### src/rtl/dacm_avg.sv
// Per-channel windowed averager for dacmux conversion results, with a watched-channel threshold compare.
// Define DACM_AVG_WIN8_EN for an 8-sample window; the default build averages 4 samples.
module dacm_avg #(
  parameter int DATA_W = 10
) (
  input  logic              mclk,
  input  logic              srst,
  input  logic              smp_vld,
  input  logic [3:0]        smp_ch,
  input  logic [DATA_W-1:0] smp_dat,
  input  logic              smp_10b,
  input  logic              flush,
  input  logic [3:0]        wch,
  input  logic [DATA_W-1:0] thr_hi,
  input  logic [DATA_W-1:0] thr_lo,
  input  logic [1:0]        irq_clr,
  input  logic [3:0]        rd_ch,
  output logic [DATA_W-1:0] rd_avg,
  output logic              avg_vld,
  output logic [3:0]        avg_ch,
  output logic [DATA_W-1:0] avg_dat,
  output logic              busy,
  output logic              irq_hi,
  output logic              irq_lo,
  output logic              ovr
);

  localparam int NCH   = 16;
  localparam int ACC_W = 13;
  localparam int CNT_W = 3;
`ifdef DACM_AVG_WIN8_EN
  localparam int WIN   = 8;
  localparam int SHIFT = 3;
`else
  localparam int WIN   = 4;
  localparam int SHIFT = 2;
`endif

  typedef enum logic [1:0] {IDLE, ACC, CMP} state_t;

  state_t state, state_nxt;

  logic [ACC_W-1:0]  acc  [NCH];
  logic [CNT_W-1:0]  cnt  [NCH];
  logic [DATA_W-1:0] lavg [NCH];

  logic [3:0]        ch_p0;
  logic [DATA_W-1:0] dat_p0;
  logic [DATA_W-1:0] avg_p1;

  logic [ACC_W-1:0]  sum;
  logic [DATA_W-1:0] sum_avg;
  logic              last;
  logic              take;
  logic              cmp_act;
  logic              hi_set;
  logic              lo_set;

  // 8-bit results are scaled to the 10-bit range so both modes share one accumulator
  function automatic logic [DATA_W-1:0] norm(input logic [DATA_W-1:0] d, input logic b10);
    return b10 ? d : {d[7:0], 2'b00};
  endfunction

  function automatic logic [DATA_W-1:0] win_avg(input logic [ACC_W-1:0] s);
    return DATA_W'(s >> SHIFT);
  endfunction

  assign take    = (state == IDLE) && smp_vld && !flush;
  assign sum     = acc[ch_p0] + {{(ACC_W-DATA_W){1'b0}}, dat_p0};
  assign sum_avg = win_avg(sum);
  assign last    = (cnt[ch_p0] == CNT_W'(WIN-1));
  assign cmp_act = (state == CMP) && !flush && !srst;
  assign hi_set  = cmp_act && (ch_p0 == wch) && (avg_p1 > thr_hi);
  assign lo_set  = cmp_act && (ch_p0 == wch) && (avg_p1 < thr_lo);

  assign busy    = (state != IDLE) && !srst;
  assign avg_vld = cmp_act;
  assign avg_ch  = cmp_act ? ch_p0  : '0;
  assign avg_dat = cmp_act ? avg_p1 : '0;
  assign rd_avg  = srst ? '0 : lavg[rd_ch];

  always_comb begin
    state_nxt = state;
    case (state)
      IDLE: if (take) state_nxt = ACC;
      ACC:  state_nxt = (!flush && last) ? CMP : IDLE;
      CMP:  state_nxt = IDLE;
      default: state_nxt = IDLE;
    endcase
  end

  always_ff @(posedge mclk) begin
    if (srst) begin
      state  <= IDLE;
      ch_p0  <= '0;
      dat_p0 <= '0;
      avg_p1 <= '0;
      irq_hi <= 1'b0;
      irq_lo <= 1'b0;
      ovr    <= 1'b0;
      for (int i = 0; i < NCH; i++) begin
        acc[i]  <= '0;
        cnt[i]  <= '0;
        lavg[i] <= '0;
      end
    end else begin
      state <= state_nxt;
      // stage p0: capture the incoming sample
      if (take) begin
        ch_p0  <= smp_ch;
        dat_p0 <= norm(smp_dat, smp_10b);
      end
      // stage p1: accumulate; the window's last sample produces the average
      if (flush) begin
        ovr <= 1'b0;
        for (int i = 0; i < NCH; i++) begin
          acc[i] <= '0;
          cnt[i] <= '0;
        end
      end else begin
        if (busy && smp_vld) ovr <= 1'b1;
        if (state == ACC) begin
          if (last) begin
            acc[ch_p0]  <= '0;
            cnt[ch_p0]  <= '0;
            lavg[ch_p0] <= sum_avg;
            avg_p1      <= sum_avg;
          end else begin
            acc[ch_p0] <= sum;
            cnt[ch_p0] <= cnt[ch_p0] + CNT_W'(1);
          end
        end
      end
      // stage p2: threshold compare; a set beats a same-cycle clear
      irq_hi <= hi_set | (irq_hi & ~irq_clr[1]);
      irq_lo <= lo_set | (irq_lo & ~irq_clr[0]);
    end
  end

endmodule

### config.mk
export PLATFORM = sky130hd
export DESIGN_NAME = dacm_avg
export DESIGN_NICKNAME = d
export VERILOG_FILES = /design/src/rtl/dacm_avg.sv
export SDC_FILE = /design/constraint.sdc
export NUM_CORES = 1
export LEC_CHECK = 0
export BUFFER_PORTS_ARGS = -buffer_cell sky130_fd_sc_hd__buf_2
export CORE_MARGIN = 2
export CORE_UTILIZATION = 30
export CTS_CLUSTER_SIZE = 20
export DETAILED_ROUTE_END_ITERATION = 7
export PLACE_DENSITY_LB_ADDON = 0.12
export SETUP_SLACK_MARGIN = 0.2
export SLEW_MARGIN = 30
export SYNTH_ARGS = -nofsm -noshare
export SYNTH_HDL_FRONTEND = slang
export SYNTH_SLANG_ARGS = --single-unit
### constraint.sdc
create_clock -name mclk -period 4.95 [get_ports mclk]
set_input_delay 0.2475 -clock mclk [delete_from_list [all_inputs] [get_ports mclk]]
set_output_delay 0.2475 -clock mclk [all_outputs]
set_load 0.02 [all_outputs]
; After elaboration in Yosys (flattened, before gate mapping)
; Memory sizes are Yosys's and may differ from the RTL's. A register that Yosys moved wholly into a read port is not among the register bits.
; Index checks and enable logic that the tools add are counted.
[op_classes]
n_mux = 69
magnitude_cmp = 2
n_bitwise = 41
n_eq_ne = 5
n_reduce_logical = 19
n_addsub = 2
[ops]
columns = operator, n
row1 = $mux W13, 18
row2 = $mux W3, 18
row3 = $mux W10, 4
row4 = $or A1 B1 Y1, 36
row5 = $mux W4, 8
row6 = $mux W1, 18
row7 = $add A13 B10 Y13, 1
row8 = $reduce_or A13 Y1, 1
row9 = $gt A10 B10 Y1, 1
row10 = $logic_and A1 B1 Y1, 10
row11 = $lt A10 B10 Y1, 1
row12 = $reduce_or A10 Y1, 1
row13 = $eq A4 B4 Y1, 1
row14 = $mux W2, 2
row15 = $pmux W2 S2, 1
row16 = $add A3 B1 Y3 const B, 1
row17 = $eq A3 B2 Y1 const B, 1
row18 = $not A1 Y1, 3
row19 = $reduce_and A3 Y1, 1
row20 = $reduce_or A3 Y1, 1
row21 = $and A1 B1 Y1, 2
row22 = $eq A2 B1 Y1 const B, 1
row23 = $eq A2 B2 Y1 const B, 1
row24 = $logic_not A1 Y1, 2
row25 = 4 further kinds, 4
[totals]
inputBits = 49
ram_bits = 416
memories = 3
output_inout_bits = 29
word_cells = 148
register_bits = 29
[mem_list]
columns = memory, words, word_bits, rd, rd_ports_with_merged_regs, wr, line
row1 = acc, 16, 13, 1, 1, 16, 43  ; logic [ACC_W-1:0] acc [NCH];
row2 = lavg, 16, 10, 1, 0, 16, 45  ; logic [DATA_W-1:0] lavg [NCH];
row3 = cnt, 16, 3, 1, 1, 16, 44  ; logic [CNT_W-1:0] cnt [NCH];

; Logic depth before layout (Yosys ltp)
; Gate-level depths: netlist (run 1).
[logic_depth]
ltp_word = 9
depth_mapped = 16
depth_no_buf = 10

; Worst setup path before layout (run 1)
; Ideal clock, no wire load.
[synth_path]
kind = register to register
startpoint = reg with a tool-made name
endpoint = mem acc[0][8], data pin
slack_ns = 0.064
synth_period_minus_slack_ns = 4.886
stages_incl_launch_ff = 17
n_path_buf = 6
setup_time_ns = 0.266
t_arrival_ns = 4.620
t_required_ns = 4.684
path_cell_list = dfxtp_1 buf_2 buf_4 buf_2 buf_2 mux4_2 mux4_2 ha_1 fa_1 a211oi_1 nor2_1 a41oi_1 xor2_1 or2_2 clkbuf_1 buf_2 nor2_1
[synth_lines]
columns = element, line
row1 = end: declaration, 43

==> results of run 1 <==
==> cells in the mapped netlist (2+ instances only) <==
library cell and number:
edfxtp_1 400, nor2_1 352, mux4_2 125, clkbuf_1 106, nor3_1 64, nand2_1 62, dfxtp_1 33, ha_1 31
a21oi_1 28, inv_1 26, and2_1 25, nand3_1 18, buf_2 16, o21ai_0 14, a211oi_1 12, nor4_1 12
nand4_1 11, nor3_2 10, a21o_1 9, mux2i_1 8, nor2b_1 8, or2_2 8, xor2_1 7, buf_1 6
nand2b_1 4, o21a_1 4, xnor2_1 4, and3_1 3, buf_4 3, nor3b_1 3, o211ai_1 3, a2111oi_0 2
o21bai_1 2
==> cells by family after synthesis <==
| kind of cell | count (synthesis) |
|---|---|
| simple gates | 586 |
| xor+xnor | 13 |
| mux | 133 |
| flops | 433 |
| compound gates | 79 |
| buf+inv | 158 |
| fa+ha+maj | 32 |
==> worst max path at each step <==
stage / startpoint / to / slack [ns] / depth (start not counted)
after floorplan: flip-flop / acc[0][8]$_SDFFCE_PN0P_ / 0.24 / 16
after global placement: flip-flop / acc[1][10]$_SDFFCE_PN0P_ / 0.58 / 12
after detailed placement: flip-flop / lavg[12][5]$_SDFFCE_PN0P_ / 0.54 / 10
after CTS: flip-flop / lavg[15][5]$_SDFFCE_PN0P_ / 0.51 / 10
after global routing: flip-flop / lavg[14][5]$_SDFFCE_PN0P_ / 0.25 / 10
final: flip-flop / lavg[14][5]$_SDFFCE_PN0P_ / 0.55 / 10
==> metal layers <==
layer | up-vias | track usage (%) | wire, um
li1 | 5514 | - | -
met1 | 6444 | 25.9 | 27900
met2 | 299 | 30.7 | 30100
met3 | 82 | 2.65 | 2900
met4 | 0 | 4.59 | 1280
met5 | - | 0 | 0
==> registers in the layout, indices dropped and copies added (netlist names), named ones only <==
name and cells:
avg_p1 10, lavg 160, ch_p0 4, state 2, irq_lo 1, ovr 1
cnt 48, dat_p0 10, acc 192, irq_hi 1
==> where the power goes <==
part           total, W  switching, W  leakage, nW  internal (W)
combinational  0.000774      0.000507         2.92      0.000267
clock           0.00374       0.00159        0.807       0.00216
sequential      0.00417     0.0000533         4.61       0.00412
total           0.00869       0.00215         8.33       0.00654
==> tightest hold or removal path, stage by stage <==
cell,delay (ns)
buf_2,0.11
mux2i_1,0.14
a211oi_1,0.09
==> final cells by class <==
cell class / instances / area [um2]
fillers: 6378 / 42200
flip-flops and latches: 433 / 12700
multi-input cells: 843 / 6630
clock buffers: 64 / 1390
repair buffers: 183 / 1230
well taps: 864 / 1080
clock inverters: 31 / 284
inverters: 26 / 97.6
==> through the flow <==
| step | power [W] | cell area (um2) | util (%) |
|---|---|---|---|
| final | 0.00869 | 23400 | 35.6 |
| after detailed placement | 0.00503 | 21600 | 32.9 |
| after floorplan | 0.00467 | 19800 | - |
| after CTS | 0.00880 | 23400 | 35.6 |
| after global routing | 0.00898 | 23400 | 35.6 |
| after global placement | 0.00503 | 21600 | 32.9 |
==> what timing repair did <==
item | in CTS | in global routing
endpoints found under the setup margin | 0 | 0
hold endpoints to repair | 15 | 0
setup buffers | 0 | 0
hold buffers | 11 | 0
==> summary.txt, run 1 <==
Yosys
  • Post-synthesis sequential area ratio: 63.9%
  • Mux share of post-synthesis cell area: 14.6%
  • Complex-gate fraction of the synthesized area: 2.53%
  • Synth Area in XOR/XNOR: 0.650%
  • Top cell type by total area after synthesis: edfxtp_1
  • #FFs+latches synth: between 400 and 500
  • Post-Synth Simple-Gate Area: around an eighth
  • Post-Syn Nets: 1515
  • Synth top area share: between 60 and 70%
  • Largest family of logic cells by synthesized area: multiplexers
  • Top post-synthesis cells by area: edfxtp_1, mux4_2, nor2_1
  • Cells after synthesis: 1434
  • Post-synth ARST share: 0%
  • Avg Inst Size Synth: about 14 um2
  • Synth cell types: 48
  • Number of synthesized flops with an enable pin: 400
  • Adder-cell share of the synthesized area: roughly 2.1%
  • Top FF cell, synth: edfxtp_1
  • Synth warn: 0
  • Netlist Area Pre-Place: 19800 um2

Setup path
  • CP max stage cell: xnor2_2
  • Worst reg2reg path endpoint: lavg[14][5]$_SDFFCE_PN0P_
  • Buf/Inv on CP: 2
  • CP Max Fanout: 18
  • Worst Reg2Reg Path Length in Cells: 10
  • Reg2reg setup slack: 0.55 ns
  • Crit. End Element: flip-flop
  • Cell family with most CP delay: multiplexers
  • Critical path launch point type: flip-flop
  • Critical path's largest stage delay: around 0.64 ns
  • Worst path cell trace: buf_12 -> mux4_2 -> mux4_2 -> ha_1 -> nand4b_1 -> a21oi_1 -> nor2_1 -> xnor2_2 -> buf_4 -> nor2_1
  • Crit path DAT: 4.72 ns
  • CP Class: flip-flop to flip-flop
  • CP required: 5.27 ns

Drt
  • Vias per inst: between 5 and 6
  • Initial DRC count: 1051
  • Residual DRC: 0
  • First-pass iteration count of the detailed router: 5
  • Post-route ant nets: 0
  • Final wirelength: ~62 mm
  • Routed WL per cell: 25.4 um
  • Detailed-route via count: 12300

Placed design
  • Placement-stage worst setup slack: 0.545 ns
  • DP HPWL: 40.5 mm
  • Placer's final routability congestion estimate: 0.773
  • Placed instance count: 2338
  • Port Buffers: 77

CTS
  • Clk_lat worst skew: 0.62 ns
  • CTS tree: built
  • CTS resizes: 0
  • H-tree levels: 2
  • Clk sink count: 433
  • Clock-pin slew on the worst setup and hold paths: 0.06 ns
  • CTS buffer count: 51
  • Clk buf depth: 3
  • Clock Tree Root: clkbuf_16

Floorplanning
  • Die X: about 260 um
  • Die footprint: 68100 um2
  • # IOs: between 70 and 80
  • Initial core utilization: 30.2%
  • Core area: 65600 um2
  • Site Rows: 94
  • Die extent in y: between 200 and 300 um

Global routing
  • Total track usage: 18.6%
  • First-pass GRT wire length: 90.8 mm
  • Grt total ovfl: 0
  • Largest net degree at the start of global routing: 52
  • Initial antenna violation count: 1
  • Vias in the first global route: 12800

Timing
  • Layout Skew: approximately 0.058 ns
  • Min cycle time layout: 4.40 ns
  • Max-slew violation count: 0
  • Hold Vio Cnt, Final: 0
  • Rel. slew slack: 33.5%
  • Setup TNS: 0 ns
  • Crit share post-route: 88.9%
  • Slew of the pin with the lowest slew margin: 0.995 ns
  • Hold_ws: 0.0224 ns
  • Final setup violation count: 0
  • RSZ-0062 raised after global routing: no
  • Setup slack after layout: 0.550 ns
  • Fmax: 227 MHz

Flow run
  • Max Cap Viol: 0

Finish
  • Share of cells above drive strength 1: 26.4%
  • Antenna diodes: 0
  • Area Overhead vs Synth: 18.0%
  • Highest-count cells in the layout ignoring fill and taps: edfxtp_1, nor2_1, mux4_2
  • Commonest non-fill, non-tap cell in the layout: edfxtp_1
  • Final Non-Filler Cells: 2444
  • Nets@finish: 1619

Outcome
  • Status: finished, final reports clean

Hold path
  • Hold Crit Class: primary input to flip-flop
  • Hold Path Origin: smp_dat[6]
  • WHS Path Cells: 3
  • Hold EP: dat_p0[6]$_SDFFE_PP0P_

Pwr
  • P_leak: 8.33 nW
  • Pwr per Cell Area: 371 nW/um2
  • Peak supply drop: 252 uV
No activity file was read; power rests on OpenSTA's default activity.
==> run 2, diff against run 1 <==
- ABC_AREA: not set -> 1
==> summary.txt, run 2 <==
Floorplanning
  • Site Rows: 95
  • Initial core utilization: 30.2%
  • Die X: 263 um
  • Die footprint: slightly below 70000 um2
  • Die extent in y: 263 um
  • Core area: between 60000 and 70000 um2
  • # IOs: 78

CTS
  • H-tree levels: 2
  • Clock-pin slew on the worst setup and hold paths: 0.06 ns
  • CTS buffer count: 49
  • Clk_lat worst skew: 0.62 ns
  • Clk sink count: approximately 430
  • CTS Hold Buffers Added: 24
  • CTS tree: built
  • Clock Tree Root: clkbuf_16
  • Post CTS Setup Buffer Count: 0
  • CTS resizes: 0
  • Clk buf depth: 3

Yosys
  • Avg Inst Size Synth: 9.88 um2
  • Synth top area share: 59.6%
  • Top cell type by total area after synthesis: edfxtp_1
  • Cells after synthesis: 2041
  • Complex-gate fraction of the synthesized area: 11.5%
  • Mux share of post-synthesis cell area: 0%
  • Number of synthesized flops with an enable pin: 400
  • Top cells by count, synth: nor2_1, edfxtp_1, o21ai_0
  • Post-Syn Nets: 2122
  • Post-Synth Simple-Gate Area: 17.8%
  • Post-synthesis sequential area ratio: 62.9%
  • Netlist Area Pre-Place: 20200 um2
  • Top FF cell, synth: edfxtp_1
  • Synth Area in XOR/XNOR: 0.304%
  • Synth cell types: 40
  • Largest family of logic cells by synthesized area: simple AND/OR/NAND/NOR gates
  • Synth warn: 0
  • Top-count cell post-synth: nor2_1
  • #FFs+latches synth: around 430
  • Post-synth ARST share: 0%
  • Top post-synthesis cells by area: edfxtp_1, nor2_1, o21ai_0
  • Adder-cell share of the synthesized area: under 10%

Setup path
  • Crit. End Element: flip-flop
  • CP required: approximately 5.4 ns
  • Worst path cell trace: clkinv_2 -> buf_4 -> buf_4 -> o21ai_0 -> o221ai_1 -> nand3_1 -> nand2_1 -> ha_1 -> nand2_1 -> inv_1 -> a21oi_1 -> nand3_1 -> nand2_1 -> nand2_1 -> nand3_1 -> nand3_2 -> nor2_1
  • Critical path's largest stage delay: 0.49 ns
  • Cell mode on critical path: nand2_1
  • Critical path launch point type: flip-flop
  • CP max stage cell: o221ai_1
  • CP Max Fanout: 23
  • CP Class: flip-flop to flip-flop
  • Crit path DAT: approximately 4.6 ns

Global routing
  • Largest net degree at the start of global routing: about 120
  • Vias in the first global route: about 15000
  • Initial antenna violation count: 0
  • First-pass GRT wire length: 99.6 mm
  • Grt total ovfl: 0
  • Total track usage: 19.0%

Timing
  • Slew of the pin with the lowest slew margin: 0.976 ns
  • Fmax: between 200 and 250 MHz
  • Crit share post-route: between 80% and 90%
  • Final setup violation count: 0
  • Rel. slew slack: roughly a third
  • Hold_ws: 0.0686 ns
  • Setup TNS: 0 ns
  • Layout Skew: 0.0560 ns
  • Setup slack after layout: 0.800 ns
  • Max-slew violation count: 0
  • Min cycle time layout: 4.15 ns
  • RSZ-0062 raised after global routing: no
  • Hold Vio Cnt, Final: 0

Finish
  • Area Overhead vs Synth: 15.6%
  • Cell area after layout: 23300 um2
  • Biggest regs: acc x192, lavg x160, cnt x48
  • Largest register FFs: 192
  • Highest-count cells in the layout ignoring fill and taps: nor2_1, edfxtp_1, o21ai_0
  • Top reg by flops: acc
  • Commonest non-fill, non-tap cell in the layout: nor2_1
  • Fillers: 6765
  • Antenna diodes: 0
  • Nets@finish: 2182
  • Share of cells above drive strength 1: between 10% and 20%

Placed design
  • Port Buffers: 77
  • Placement-stage worst setup slack: 0.964 ns
  • Area post-placement: approximately 22000 um2
  • DP HPWL: 42.2 mm
  • Placer's final routability congestion estimate: 0.804

Pwr
  • P_leak: roughly 8.7 nW
  • Pwr per Cell Area: 376 nW/um2
  • Peak supply drop: 227 uV
  • Total Power: 0.00877 W

Drt
  • Routed WL per cell: 22.0 um
  • Final wirelength: 66.4 mm
  • Initial DRC count: 1324
  • First-pass iteration count of the detailed router: 5
  • Vias per inst: 5.08
  • Post-route ant nets: 0
  • Residual DRC: 0
  • Detailed-route via count: about 15000

Outcome
  • Status: finished, final reports clean

Hold path
  • Hold Crit Class: primary input to flip-flop

Flow run
  • Max Cap Viol: 0
## run 2: cell families (layout without fill, tap and decap cells)
kind of cell / after synthesis / count (layout)
simple gates: 907 / 907
flops: 433 / 433
compound gates: 388 / 388
buf+inv: 274 / 374
fa+ha+maj: 32 / 32
xor+xnor: 7 / 7
## run 2: metal layers
layer	share of wire, %	global-route usage [%]	up-vias
met4	2.1	4.71	0
met5	0	0	-
met3	4.8	2.54	90
li1	-	-	7159
met2	47	30.9	410
met1	46	26.9	7641
## run 2: final timing paths
path	cells past startpoint	slack [ns]	start	end
worst min-delay path	4	0.07	srst	ovr$_SDFFE_PP0P_
worst min register to register	2	0.45	ovr$_SDFFE_PP0P_	ovr$_SDFFE_PP0P_
worst max-delay path	17	0.80	flip-flop	acc[5][11]$_SDFFCE_PN0P_
worst max register to register	17	0.80	flip-flop	acc[5][11]$_SDFFCE_PN0P_
## run 2: cell type report
| class | instances | area (um2) | area share [%] |
|---|---|---|---|
| clock inverter | 28 | 223 | 0.956 |
| tap | 873 | 1090 | 4.69 |
| inverter | 123 | 463 | 1.99 |
| multi-input combinational | 1334 | 6390 | 27.4 |
| sequential | 433 | 12700 | 54.4 |
| timing repair buffer | 160 | 1130 | 4.85 |
| clock buffer | 63 | 1330 | 5.70 |
## run 2: where the power goes
part	internal, W	leakage, nW	switching, W	total [W]
registers	0.00412	4.60	0.0000462	0.00417
clock network	0.00201	0.773	0.00157	0.00357
logic	0.000255	3.28	0.000770	0.00102
## run 2: stage by stage
stage / utilization, % / cells
global placement: 32.2 / 2899
detailed placement: 32.2 / 2899
global route: 34.9 / 3014
floorplan: - / 2041
CTS: 34.9 / 3014
finish: 34.9 / 3014
## run 2: worst max-delay path, delay by kind of cell, from the launching register on
family | cells | cell delay, ns
compound gates | 3 | 0.81
fa+ha+maj | 1 | 0.33
buf+inv | 4 | 0.86
flops | 1 | 0.35
simple gates | 9 | 1.60
